`config.mk`:
```
export PLATFORM = sky130hd
export DESIGN_NAME = vga_frame_reader
export DESIGN_NICKNAME = d
export VERILOG_FILES = /design/src/rtl/vga_frame_reader.sv
export SDC_FILE = /design/constraint.sdc
export NUM_CORES = 1
export LEC_CHECK = 0
export BUFFER_PORTS_ARGS = -buffer_cell sky130_fd_sc_hd__buf_2
export CAP_MARGIN = 10
export CORE_MARGIN = 2
export CORE_UTILIZATION = 33
export CTS_BUF_LIST = sky130_fd_sc_hd__clkbuf_8
export DETAILED_ROUTE_END_ITERATION = 16
export PLACE_DENSITY = 0.51
export RECOVER_POWER = 50
export SLEW_MARGIN = 20
export SYNTH_ARGS = -nofsm -noshare
export SYNTH_HDL_FRONTEND = slang
export SYNTH_SLANG_ARGS = --single-unit
```
`constraint.sdc`:
```
create_clock -name clk -period 2 [get_ports clk]
set_clock_uncertainty 0.2 [all_clocks]
set_input_delay 0.4 -clock clk [delete_from_list [all_inputs] [get_ports clk]]
set_output_delay 0.4 -clock clk [all_outputs]
set_load 0.02 [all_outputs]
```
`src/rtl/vga_frame_reader.sv`:
```
`default_nettype none
// ============================================================================
// Module   : vga_frame_reader
// Brief    : 640x480@60 VGA timing plus a centred RGB332 framebuffer reader.
//            Sync, blank and colour are delay-matched to the memory read latency.
// Revision : 1.0 - initial release
// ============================================================================
module vga_frame_reader #(
    parameter int H_ACTIVE = 640,
    parameter int H_FP     = 16,
    parameter int H_SYNC   = 96,
    parameter int H_BP     = 48,
    parameter int V_ACTIVE = 480,
    parameter int V_FP     = 10,
    parameter int V_SYNC   = 2,
    parameter int V_BP     = 33,
    parameter int IMG_W    = 256,
    parameter int IMG_H    = 256,
    parameter int IMG_X0   = 192,
    parameter int IMG_Y0   = 112,
    parameter int READ_LAT = 2,
    parameter int ADDR_W   = 16
) (
    input  logic              clk,
    input  logic              rst,
    output logic [ADDR_W-1:0] read_address,
    input  logic [7:0]        pixel_value,
    output logic              vga_hsync,
    output logic              vga_vsync,
    output logic              vga_blank_n,
    output logic              vga_sync_n,
    output logic [7:0]        vga_r,
    output logic [7:0]        vga_g,
    output logic [7:0]        vga_b,
    output logic              frame_start
);

    localparam int c_H_TOTAL = H_ACTIVE + H_FP + H_SYNC + H_BP;
    localparam int c_V_TOTAL = V_ACTIVE + V_FP + V_SYNC + V_BP;
    localparam int c_HW      = $clog2(c_H_TOTAL);
    localparam int c_VW      = $clog2(c_V_TOTAL);
    localparam int c_SHIFT   = $clog2(IMG_W);

    localparam logic [c_HW-1:0] c_H_LAST   = c_HW'(c_H_TOTAL - 1);
    localparam logic [c_HW-1:0] c_H_ACT    = c_HW'(H_ACTIVE);
    localparam logic [c_HW-1:0] c_HS_START = c_HW'(H_ACTIVE + H_FP);
    localparam logic [c_HW-1:0] c_HS_END   = c_HW'(H_ACTIVE + H_FP + H_SYNC);
    localparam logic [c_HW-1:0] c_IMG_X0   = c_HW'(IMG_X0);
    localparam logic [c_HW-1:0] c_IMG_X1   = c_HW'(IMG_X0 + IMG_W);

    localparam logic [c_VW-1:0] c_V_LAST   = c_VW'(c_V_TOTAL - 1);
    localparam logic [c_VW-1:0] c_V_ACT    = c_VW'(V_ACTIVE);
    localparam logic [c_VW-1:0] c_VS_START = c_VW'(V_ACTIVE + V_FP);
    localparam logic [c_VW-1:0] c_VS_END   = c_VW'(V_ACTIVE + V_FP + V_SYNC);
    localparam logic [c_VW-1:0] c_IMG_Y0   = c_VW'(IMG_Y0);
    localparam logic [c_VW-1:0] c_IMG_Y1   = c_VW'(IMG_Y0 + IMG_H);

    logic [c_HW-1:0]   r_h_cnt;
    logic [c_VW-1:0]   r_v_cnt;

    logic              w_hs;
    logic              w_vs;
    logic              w_vis;
    logic              w_img;
    logic              w_fs;
    logic [ADDR_W-1:0] w_hrel;
    logic [ADDR_W-1:0] w_vrel;
    logic [ADDR_W-1:0] w_addr;

    logic [READ_LAT:0] r_hs_pipe;
    logic [READ_LAT:0] r_vs_pipe;
    logic [READ_LAT:0] r_vis_pipe;
    logic [READ_LAT:0] r_img_pipe;
    logic [READ_LAT:0] r_fs_pipe;

    always_ff @(posedge clk) begin
        if (rst) begin
            r_h_cnt <= '0;
            r_v_cnt <= '0;
        end else if (r_h_cnt == c_H_LAST) begin
            r_h_cnt <= '0;
            r_v_cnt <= (r_v_cnt == c_V_LAST) ? '0 : r_v_cnt + 1'b1;
        end else begin
            r_h_cnt <= r_h_cnt + 1'b1;
        end
    end

    always_comb begin
        w_hs   = !((r_h_cnt >= c_HS_START) && (r_h_cnt < c_HS_END));
        w_vs   = !((r_v_cnt >= c_VS_START) && (r_v_cnt < c_VS_END));
        w_vis  = (r_h_cnt < c_H_ACT) && (r_v_cnt < c_V_ACT);
        w_img  = w_vis && (r_h_cnt >= c_IMG_X0) && (r_h_cnt < c_IMG_X1)
                       && (r_v_cnt >= c_IMG_Y0) && (r_v_cnt < c_IMG_Y1);
        w_fs   = (r_h_cnt == '0) && (r_v_cnt == '0);
        w_hrel = ADDR_W'(r_h_cnt) - ADDR_W'(IMG_X0);
        w_vrel = ADDR_W'(r_v_cnt) - ADDR_W'(IMG_Y0);
        // IMG_W is a power of two, so the row stride is a plain shift.
        w_addr = (w_vrel << c_SHIFT) + w_hrel;
    end

    // Address register plus READ_LAT+1 control stages: the last stage lines
    // up with the cycle in which pixel_value holds the matching byte.
    always_ff @(posedge clk) begin
        if (rst) begin
            read_address <= '0;
            r_hs_pipe    <= '1;
            r_vs_pipe    <= '1;
            r_vis_pipe   <= '0;
            r_img_pipe   <= '0;
            r_fs_pipe    <= '0;
        end else begin
            read_address <= w_img ? w_addr : '0;
            r_hs_pipe    <= {r_hs_pipe[READ_LAT-1:0],  w_hs};
            r_vs_pipe    <= {r_vs_pipe[READ_LAT-1:0],  w_vs};
            r_vis_pipe   <= {r_vis_pipe[READ_LAT-1:0], w_vis};
            r_img_pipe   <= {r_img_pipe[READ_LAT-1:0], w_img};
            r_fs_pipe    <= {r_fs_pipe[READ_LAT-1:0],  w_fs};
        end
    end

    always_ff @(posedge clk) begin
        if (rst) begin
            vga_hsync   <= 1'b1;
            vga_vsync   <= 1'b1;
            vga_blank_n <= 1'b0;
            frame_start <= 1'b0;
            vga_r       <= '0;
            vga_g       <= '0;
            vga_b       <= '0;
        end else begin
            vga_hsync   <= r_hs_pipe[READ_LAT];
            vga_vsync   <= r_vs_pipe[READ_LAT];
            vga_blank_n <= r_vis_pipe[READ_LAT];
            frame_start <= r_fs_pipe[READ_LAT];
            if (r_img_pipe[READ_LAT]) begin
                vga_r <= {pixel_value[7:5], pixel_value[7:5], pixel_value[7:6]};
                vga_g <= {pixel_value[4:2], pixel_value[4:2], pixel_value[4:3]};
                vga_b <= {pixel_value[1:0], pixel_value[1:0],
                          pixel_value[1:0], pixel_value[1:0]};
            end else begin
                vga_r <= '0;
                vga_g <= '0;
                vga_b <= '0;
            end
        end
    end

    assign vga_sync_n = 1'b0;

endmodule
`default_nettype wire

```
### Yosys cells after proc, flatten, opt, wreduce, memory -nomap -nowiden

Index checks and enable logic that the tools add are counted.

| storage, ports and cells | value |
|---|---|
| register bits after elaboration | 79 |
| bits of input ports | 10 |
| output and inout port bits | 45 |
| word-level logic and storage cells | 50 |

| cells by class | value |
|---|---|
| add/subtract/negate cells | 5 |
| $lt $le $gt $ge | 10 |
| equal/unequal tests | 2 |
| multiplexer cells | 1 |
| bitwise logic cells | 2 |
| reduce and logical (&&, ||, !) cells | 15 |

Operator list:

| cell | number |
|---|---|
| 10-bit by 9-bit < comparator with 1-bit output, second input constant | 4 |
| 10-bit by 1-bit adder with 10-bit output, second input constant | 2 |
| 10-bit == test, second input constant | 2 |
| 10-bit logical NOT | 2 |
| 10-bit < comparator, second input constant | 2 |
| 16-bit adder | 1 |
| 10-bit by 8-bit subtractor with 11-bit output, second input constant | 1 |
| 10-bit >= comparator, second input constant | 1 |
| 10-bit by 7-bit >= comparator with 1-bit output, second input constant | 1 |
| 10-bit by 8-bit >= comparator with 1-bit output, second input constant | 1 |
| 10-bit by 9-bit >= comparator with 1-bit output, second input constant | 1 |
| 10-bit two-way mux | 1 |
| 1-bit logical AND | 8 |
| 8-bit by 7-bit subtractor with 8-bit output, second input constant | 1 |
| 2-bit OR reduction | 3 |
| 1-bit logical NOT | 2 |
| 1-bit inverter | 2 |

### Logic depth before layout (Yosys ltp)

| depth | value |
|---|---|
| word-level depth | 8 |
| depth in mapped cells | 9 |
| depth with buffers taken out | 8 |

### Least setup slack after synthesis

Ideal clock, no wire load.

| path | value |
|---|---|
| kind | reg-to-reg |
| start point | register r_h_cnt[7] |
| end point | register read_address[15] |
| setup time | 0.128 ns |
| data arrival time | 1.824 ns |
| data required time | 1.672 ns |
| setup slack | -0.152 ns |
| cell stages (with the launch flop) | 9 |
| buffers on the path | 0 |
| period minus slack after synthesis | 2.152 ns |
| cells stage by stage | dfxtp_1 ha_1 or3_1 inv_2 ha_1 nor2_1 a211oi_1 xnor2_1 nor2_1 |

| between the ends | value |
|---|---|
| longest elaborated chain between the ends | 8 |
| elaborated cells between the ends (all ways) | 12 |
| classes of those cells | add/sub: 2; order compare: 3; bitwise: 1; reduce/logical: 6 |

Ends and longest elaborated chain:

| item | RTL line | RTL |
|---|---|---|
| start, declared | 58 | `logic [c_HW-1:0] r_h_cnt;` |
| start signal, assigned | 84 | `r_h_cnt <= r_h_cnt + 1'b1;` |
| branches (longest 8 deep; another with 16-bit adder) | n/a |  |
| end signal, assigned | 112 | `read_address <= w_img ? w_addr : '0;` |
| end, declared | 26 | `output logic [ADDR_W-1:0] read_address,` |

Parallel ways; which one is timed is not known.
A chain may end at the register's enable or synchronous reset.

### Final worst setup path

| path | value |
|---|---|
| start point | register r_h_cnt[7] |
| end point | register r_v_cnt[5] |

| between the ends | value |
|---|---|
| longest elaborated chain between the ends | 1 |

Ends and longest elaborated chain:

| item | RTL line | RTL |
|---|---|---|
| 10-bit == test | 80 | `end else if (r_h_cnt == c_H_LAST) begin` |
| end signal, assigned | 82 | `r_v_cnt <= (r_v_cnt == c_V_LAST) ? '0 : r_v_cnt + 1'b1;` |
| end, declared | 59 | `logic [c_VW-1:0] r_v_cnt;` |

Every way passes these cells.

==> impl_metrics.yaml <==
timing:
  max_slew_margin_pct: 61.78
  rsz0062_at_grt: "yes"
  fmax_ghz: 0.4937
  drv_slew: 0
  min_period_ns: 2.026
  worst_slew_pin_slew_ns: 0.5733
  setup_ws_ns: -0.02559
  hold_viol: 0
  period_share_pct: 101.3
  setup_viol: 2
cells_and_area:
  layout_commonest_cell: "dfxtp_1"
  final_cell_mix: "dfxtp_1 (55), buf_4 (38), nor2_1 (34)"
  num_antenna_cells: 0
  area_growth_syn_to_layout_pct: 31.50
  fin_nets: 392
  post-route-util_pct: 44.12
  drive_above_1_share_pct: 34.77
worst_hold_path:
  worstHoldStart: "pixel_value[4]"
  hp-class: "in -> reg"
route:
  drtIter0Drc: 36
  first_pass_iters: 4
  routed_wirelength_um: 5811
  ant_nets: 0
  via_count: 2081
  drcViolationCount: 0
  wl_per_cell_um: 12.21
  via_per_inst: 4.372
worst_setup_path:
  r2r_start: "r_h_cnt[7]$_SDFF_PP0_"
  timing.rr.end: "r_v_cnt[5]$_SDFFE_PP0P_"
  crit_path_end: "r_v_cnt[5]$_SDFFE_PP0P_"
  path_max_fanout: 6
  ff2ff_path_depth: 7
  critPathArrivalTime_ns: 2.07
  rrSetupSlack_ns: -0.03
  required_ns: 2.04
  start_kind: "flop"
  endpoint_kind: "flop"
  critical_path_class: "reg -> reg"
  startpoint: "r_h_cnt[7]$_SDFF_PP0_"
clock_network:
  cts_tree: "done"
  ctsHoldBuffers: 0
  clkTransAtPathRegs_ns: 0.08
  cts_sinks: 63
  cts_buffers: 9
  cts_root_buf: "clkbuf_8"
  clk_latency_ns: 0.35
  cts.path.max_buffers: 2
  htreeDepth: 3
synthesis:
  syn_inst: 289
  ys_ff_latch: 63
  synth_cell_types: 46
  synth_compound_area_share_pct: 5.731
  synth_area_per_cell_sq_um: 9.442
  synth-simple-area-share_pct: 23.61
  synth_area_sq_um: 2729
  yosysSeqAreaShare_pct: 46.22
  synthArstFlopShare_pct: 0
  synth_xor_xnor_area_share_pct: 8.345
  syn_nets: 315
  ys_warn_count: 0
  synth.area.mux_share_pct: 0.4127
  synthFlopType: "dfxtp_1"
  synth_top_family_by_area: "simple AND/OR/NAND/NOR gates"
  synth_edf_count: 0
  synthAdderAreaFrac_pct: 7.611
power:
  vdd_ir_drop_max_uv: 248.8
  power.density_nw_per_um2: 682.4
  power_leakage_nw: 1.485
die:
  die_y_um: 94.94
  num_rows: 33
  initial_core_util_pct: 33.55
  core_area_sq_um: 8134
  chipWidth_um: 94.94
  die_area_sq_um: 9013
  io_pins: 55
placement:
  gp_congestion: 0.8767
  numPortBuffers: 53
  post-place-ws_ns: -0.06890
  hpwl_um: 4293
global_routing:
  grt_first_pass_wirelength_um: 9225
  grt_antenna_before_repair: 0
  track_usage_pct: 13.79
  grt-ovfl-total: 0
  grt_pass1_vias: 1959
  grt_max_degree: 15
outcome:
  violations: "negative setup slack"
  outcome: "finished, violations left"
flow_run:
  cap_viol_max_count: 0
## critical path: stages, from the launching register on
cell and delay [ns]:
dfxtp_4 0.38, inv_1 0.09, ha_4 0.14, nand2_2 0.07, or4_4 0.48, or3_4 0.36
xnor2_2 0.15, nor2_1 0.05
## logic make-up after synthesis
group,after synthesis
simple gates,116
compound gates,26
mux,1
fa+ha+maj,16
other cells,1
flops,63
buf+inv,40
xor+xnor,26
## how the worst min path moves through the flow
stage | to | slack, ns | depth (start not counted)
finish | vga_g[4]$_SDFF_PP0_ | 0.05 | 2
global route | vga_g[4]$_SDFF_PP0_ | 0.03 | 2
CTS | vga_r[4]$_SDFF_PP0_ | 0.03 | 2
detailed placement | r_hs_pipe[2]$_SDFF_PP1_ | 0.19 | 1
global placement | r_vs_pipe[2]$_SDFF_PP1_ | 0.19 | 1
floorplan | r_hs_pipe[1]$_SDFF_PP1_ | 0.19 | 1
## per-stage QoR
step                area, sq um  cells  setup TNS (ns)  total power [mW]  hold WS, ns
CTS                        3532    476        -0.04160             2.492      0.03091
floorplan                  2776    289        -0.05261             1.338       0.1895
global placement           3301    459         -0.1347             1.374       0.1913
finish                     3588    476        -0.02685             2.449      0.05386
detailed placement         3301    459         -0.1904             1.374       0.1945
global route               3588    476         -0.5631             2.559      0.03435
## final cells by class
| cell class | count | area [sq um] |
|---|---|---|
| Timing Repair Buffer | 94 | 539.3 |
| Fill cell | 805 | 4546 |
| Sequential cell | 63 | 1276 |
| Multi-Input combinational cell | 186 | 1398 |
| Clock buffer | 9 | 123.9 |
| Inverter | 12 | 47.55 |
| Clock inverter | 7 | 72.57 |
| Tap cell | 105 | 131.4 |
## metal layers
layer	global-route usage (%)	share of wire [%]
met2	20.39	43
met3	4.948	5.3
met5	0	0
met1	17.03	48
met4	8.454	3.0
## repair_timing
| action | 4_1_cts | 5_1_grt |
|---|---|---|
| setup endpoints to repair | 7 | 17 |
| setup buffers | 1 | 0 |
| pin swaps | 4 | 7 |
| gates resized for setup | 10 | 21 |
## Yosys cell counts (2+ instances only)
cell,instances,area share [%]
buf_2,2,0.37
a211oi_1,2,0.55
nand3_1,10,1.8
o21ai_0,8,1.5
nand4_1,4,0.92
a31oi_1,2,0.46
ha_1,15,6.9
and3_1,2,0.46
nor2b_1,9,2.1
xor2_1,6,1.9
xnor2_1,20,6.4
nand2_1,12,1.7
a21o_1,2,0.55
inv_1,11,1.5
or2_2,6,1.4
or3_1,3,0.69
a21oi_1,6,1.1
dfxtp_1,63,46
clkbuf_1,9,1.2
nor4_1,4,0.92
nor2_1,35,4.8
buf_4,17,4.7
nor3_1,3,0.55
and2_1,16,3.7
## report_power, final
group | leakage [nW] | internal [mW] | switching (mW)
clock | 0.0956 | 0.576 | 0.530
sequential | 0.514 | 1.27 | 0.00639
combinational | 0.875 | 0.0315 | 0.0395
total | 1.48 | 1.87 | 0.576
## flip-flops by register name, summed over array words and instances, names as in the netlist
name          count
frame_start       1
r_fs_pipe         3
r_h_cnt          10
r_hs_pipe         3
r_img_pipe        3
r_v_cnt          10
r_vis_pipe        3
r_vs_pipe         3
read_address     16
vga_b             2
vga_blank_n       1
vga_g             3
vga_hsync         1
vga_r             3
vga_vsync         1
Power figures use the tool's default switching activity.
